<file path="config.mk">
export PLATFORM = sky130hd
export DESIGN_NAME = collision_detector
export DESIGN_NICKNAME = d
export VERILOG_FILES = /design/src/rtl/collision_detector.sv
export SDC_FILE = /design/constraint.sdc
export NUM_CORES = 1
export LEC_CHECK = 0
export ABC_AREA = 1
export ABC_CLOCK_PERIOD_IN_PS = 5400
export CORE_MARGIN = 3
export CORE_UTILIZATION = 25
export CTS_CLUSTER_SIZE = 14
export DETAILED_ROUTE_END_ITERATION = 10
export PLACE_DENSITY = 0.46
export SLEW_MARGIN = 20
export SYNTH_ARGS = -nofsm -noshare
export SYNTH_HDL_FRONTEND = slang
export SYNTH_SLANG_ARGS = --single-unit
</file>
<file path="constraint.sdc">
create_clock -name clk -period 5.4 [get_ports clk]
set_input_delay 1.08 -clock clk [delete_from_list [all_inputs] [get_ports clk]]
set_output_delay 1.08 -clock clk [all_outputs]
set_load 0.02 [all_outputs]
</file>
<file path="src/rtl/collision_detector.sv">
// rtl/collision_detector.sv - scans the obstacle slot table against the shrunk t-rex box and drives the sticky crash flag
// Optional macro COLLISION_HIT_INDEX_EN adds hit_idx, the slot that first set crash.
module collision_detector #(
  parameter int MAX_OBSTACLES = 4,
  parameter int MARGIN        = 2
) (
  input  logic                             clk,
  input  logic                             rst,
  input  logic                             update,
  input  logic signed [11:0]               trex_x,
  input  logic signed [11:0]               trex_y,
  input  logic [9:0]                       trex_w,
  input  logic [9:0]                       trex_h,
  output logic [$clog2(MAX_OBSTACLES)-1:0] obs_idx,
  input  logic                             obs_valid,
  input  logic signed [11:0]               obs_x,
  input  logic signed [11:0]               obs_y,
  input  logic [9:0]                       obs_w,
  input  logic [9:0]                       obs_h,
  output logic                             busy,
  output logic                             done,
`ifdef COLLISION_HIT_INDEX_EN
  output logic [$clog2(MAX_OBSTACLES)-1:0] hit_idx,
`endif
  output logic                             crash
);
  localparam int IW = $clog2(MAX_OBSTACLES);
  localparam logic signed [12:0] M1 = 13'(MARGIN);
  localparam logic signed [12:0] M2 = 13'(2 * MARGIN);
  localparam logic [IW-1:0] LAST = IW'(MAX_OBSTACLES - 1);

  typedef enum logic [1:0] {IDLE, FETCH, CHECK, DONE} state_t;
  state_t state, state_nx;

  logic signed [12:0] ta_x, ta_y, ta_w, ta_h;
  logic               ta_empty;
  logic signed [12:0] nt_x, nt_y, nt_w, nt_h;
  logic signed [12:0] ob_x, ob_y, ob_w, ob_h;
  logic               nt_empty, ob_empty, hit;

  // 13-bit signed keeps edge + size from wrapping for any 12-bit position and 10-bit size
  always_comb begin
    nt_x     = {trex_x[11], trex_x} + M1;
    nt_y     = {trex_y[11], trex_y} + M1;
    nt_w     = $signed({3'b000, trex_w}) - M2;
    nt_h     = $signed({3'b000, trex_h}) - M2;
    nt_empty = ($signed({3'b000, trex_w}) <= M2) || ($signed({3'b000, trex_h}) <= M2);
    ob_x     = {obs_x[11], obs_x} + M1;
    ob_y     = {obs_y[11], obs_y} + M1;
    ob_w     = $signed({3'b000, obs_w}) - M2;
    ob_h     = $signed({3'b000, obs_h}) - M2;
    ob_empty = ($signed({3'b000, obs_w}) <= M2) || ($signed({3'b000, obs_h}) <= M2);
    hit      = obs_valid && !ta_empty && !ob_empty &&
               (ta_x < ob_x + ob_w) && (ob_x < ta_x + ta_w) &&
               (ta_y < ob_y + ob_h) && (ob_y < ta_y + ta_h);
  end

  always_ff @(posedge clk) begin
    if (rst) state <= IDLE;
    else     state <= state_nx;
  end

  always_comb begin
    state_nx = state;
    busy     = 1'b0;
    done     = 1'b0;
    case (state)
      IDLE:  if (update) state_nx = FETCH;
      FETCH: begin
        busy     = 1'b1;
        state_nx = CHECK;
      end
      CHECK: begin
        busy     = 1'b1;
        state_nx = (hit || obs_idx == LAST) ? DONE : FETCH;
      end
      DONE: begin
        done     = 1'b1;
        state_nx = IDLE;
      end
      default: state_nx = IDLE;
    endcase
  end

  always_ff @(posedge clk) begin
    if (rst) begin
      obs_idx  <= '0;
      crash    <= 1'b0;
      ta_x     <= '0;
      ta_y     <= '0;
      ta_w     <= '0;
      ta_h     <= '0;
      ta_empty <= 1'b1;
`ifdef COLLISION_HIT_INDEX_EN
      hit_idx  <= '0;
`endif
    end else begin
      if (state == IDLE && update) begin
        obs_idx  <= '0;
        ta_x     <= nt_x;
        ta_y     <= nt_y;
        ta_w     <= nt_w;
        ta_h     <= nt_h;
        ta_empty <= nt_empty;
      end
      if (state == CHECK) begin
        if (hit) begin
          crash <= 1'b1;
`ifdef COLLISION_HIT_INDEX_EN
          if (!crash) hit_idx <= obs_idx;
`endif
        end else if (obs_idx != LAST) begin
          obs_idx <= obs_idx + IW'(1);
        end
      end
    end
  end

endmodule
</file>
==> results.cfg <==
[route]
drtPass1Iterations = 5
finalWirelength_um = 18400
drc = 0
vias = 6166
drtIter0Drc = 163
routedWlPerCell_um = 13.3
ant_nets = 0
vias_per_cell = 4.44

[timing]
hold_viol_final = 0
period_needed_ns = 4.91
final.setup.worst_slack_ns = 0.492
max_clock_freq_mhz = 204
setup_viol = 0
relSlewSlack_pct = 38.4
fin_tns_setup_ns = 0
fin_worst_skew_ns = 0.00888
worst_pin_slew_ns = 0.923
drv_slew = 0
period_share_pct = 90.9

[finish]
n_antenna_cell = 0
area_growth_pct = 23.7
drive_above_1_share_pct = 4.06
stdcell_area_mm2 = 0.00807
fin_nets = 1266

[clock_tree]
holdBufCountCts = 0
clk_path_buf_depth = 2
insertion_delay_ns = 0.30
numCtsBuffers = 5
clk_pin_slew_ns = 0.07
numClockSinks = 54
cts_tree = yes
cts-root-buf = clkbuf_16
h-tree-depth = 2

[critical_path]
critPathMaxFanout = 4
slowest_delay_ns = 0.53
r2r-start = ta_y[0]
ff2ff_setup_slack_ns = 1.76
reg2regPathDepth = 24
start_kind = input port
worstSetupEndpointType = flip-flop
worstPathArrival_ns = 5.10
path_common_cell = nand2_1
r2r_end = obs_idx[0]
cp_slowest_cell = clkdlybuf4s50_1
crit_type = in2reg
worstPathRequired_ns = 5.59

[die]
die_w_um = 168
die_height_um = 168
die-area_mm2 = 0.0281
std_cell_rows = 58
start_util_pct = 25.7
pin_count = 97
fp.coreArea_mm2 = 0.0254

[synth]
seq_area_frac_synth_pct = 16.6
syn_inst = 964
syn_avg_cell_area_um2 = 6.77
synth_nets = 1173
synth_cell_types = 38
syn_area_mm2 = 0.00652
ys_ff_latch = 54
synth_top_area_share_pct = 21.7
synth_top_area_cell = ha_1
synth_warnings = 0
synthTopCellsByArea = ha_1 22%, dfxtp_1 17%, nand2_1 9.6%, xor2_1 9.1%, inv_1 7.0%

[hold_path]
hold_path_class = reg2reg
hold_depth = 2
holdPathEnd = crash
min_from = crash

[placement]
portBuffers = 96
place_congestion = 0.826
dp_worst_setup_slack_ns = 0.0896
hpwl_um = 15600
postPlaceCellArea_mm2 = 0.00787

[global_route]
grt_max_degree = 47
grt_pass1_wl_um = 30100
antenna_found_initial = 1
overflow = 0
grt_use_total_pct = 13.1
grt_pass1_vias = 6141

[power]
power_density_mw_per_mm2 = 247
vdd_drop_max_uv = 206
leakage_uw = 0.00387

[run_status]
status = completed

[run]
drv_cap = 0
worst max path at each step:
| stage | startpoint | end | slack, ns | cells after the start |
|---|---|---|---|---|
| after floorplan | obs_x[1] | obs_idx[0] | 1.13 | 29 |
| after global placement | obs_y[1] | obs_idx[0] | 0.17 | 29 |
| after detailed placement | obs_y[1] | obs_idx[1] | 0.09 | 29 |
| after CTS | obs_y[1] | obs_idx[0] | 0.40 | 29 |
| after global routing | obs_x[2] | obs_idx[0] | -0.003 | 28 |
| final | obs_x[2] | obs_idx[0] | 0.49 | 29 |
per-stage QoR:
stage / total power (µW) / utilization (%) / hold slack (ns) / std cells
6_report: 1990 / 31.8 / 0.484 / 1388
5_1_grt: 2200 / 31.8 / 0.510 / 1388
4_1_cts: 2020 / 31.7 / 0.498 / 1387
3_5_place_dp: 1620 / 31.0 / 0.486 / 1379
3_3_place_gp: 1620 / 31.0 / 0.486 / 1379
2_1_floorplan: 1280 / - / 0.441 / 964
synthesized netlist by cell type, drive strengths merged:
| library cell | n |
|---|---|
| nand2 | 168 |
| nor4 | 3 |
| a31o | 1 |
| ha | 113 |
| inv | 129 |
| nand4 | 8 |
| clkinv | 1 |
| o21bai | 2 |
| a211oi | 3 |
| dfxtp | 54 |
| a41oi | 1 |
| nand3 | 39 |
| clkbuf | 10 |
| nand3b | 3 |
| nor3 | 16 |
| nor3b | 1 |
| xnor2 | 30 |
| or2 | 3 |
| fa | 4 |
| o21ai | 75 |
| a21o | 4 |
| xor2 | 68 |
| buf | 5 |
| a21oi | 89 |
| a31oi | 9 |
| nor2 | 123 |
| o31ai | 2 |
worst max-delay path, delay by kind of cell:
| kind | cells | cell delay (ns) |
|---|---|---|
| xor+xnor | 2 | 0.37 |
| fa+ha+maj | 3 | 0.90 |
| buf+inv | 3 | 0.64 |
| compound gates | 2 | 0.18 |
| simple gates | 19 | 1.95 |
metal layers:
layer / track usage (%) / share of wire, % / vias to the layer above
li1: - / - / 3354
met1: 16.5 / 47 / 2702
met2: 24.4 / 50 / 95
met3: 0.944 / 2.4 / 13
met4: 2.81 / 1.2 / 2
met5: 0 / 0.071 / -
cell usage in the layout (no fill, tap or decap), drive strengths merged, types with 8 or more instances in the layout:
master | synthesis | final
ha | 113 | 113
nand4 | 8 | 8
a21oi | 89 | 89
nand3 | 39 | 39
nor2 | 123 | 123
a31oi | 9 | 9
nor3 | 16 | 16
inv | 129 | 130
xnor2 | 30 | 30
clkdlybuf4s50 | 0 | 95
o21ai | 75 | 75
nand2 | 168 | 168
xor2 | 68 | 68
dfxtp | 54 | 54
report_power, final:
group	switching, µW	internal [µW]	total (µW)
clock	156	234	390
sequential	59.6	466	525
combinational	632	445	1080
total	848	1140	1990
area by class of cell:
type / instances / area, µm²
clock buffers: 6 / 139
inverters: 130 / 488
multi-input cells: 765 / 4910
fillers: 2827 / 17300
repair buffers: 101 / 1000
well taps: 330 / 413
flip-flops and latches: 54 / 1080
clock inverters: 2 / 38.8
registers in the layout, summed over array words and instances, names as in the netlist:
signal	count
ta_empty	1
ta_w	11
obs_idx	2
state	2
ta_h	11
ta_y	13
crash	1
ta_x	13
cell families after synthesis:
kind of cell / synth area share (%)
AND/OR/NAND/NOR: 23.9
adder cells (fa/ha/maj): 22.9
flip-flops: 16.6
AO/OA/AOI/OAI: 15.1
buffers and inverters: 8.40
XOR/XNOR: 13.2
timing repair:
item | CTS | global route
endpoints found under the setup margin | 0 | 3
resized for setup | 0 | 6
setup buffers | 0 | 1
No activity file was read; power rests on OpenSTA's default activity.
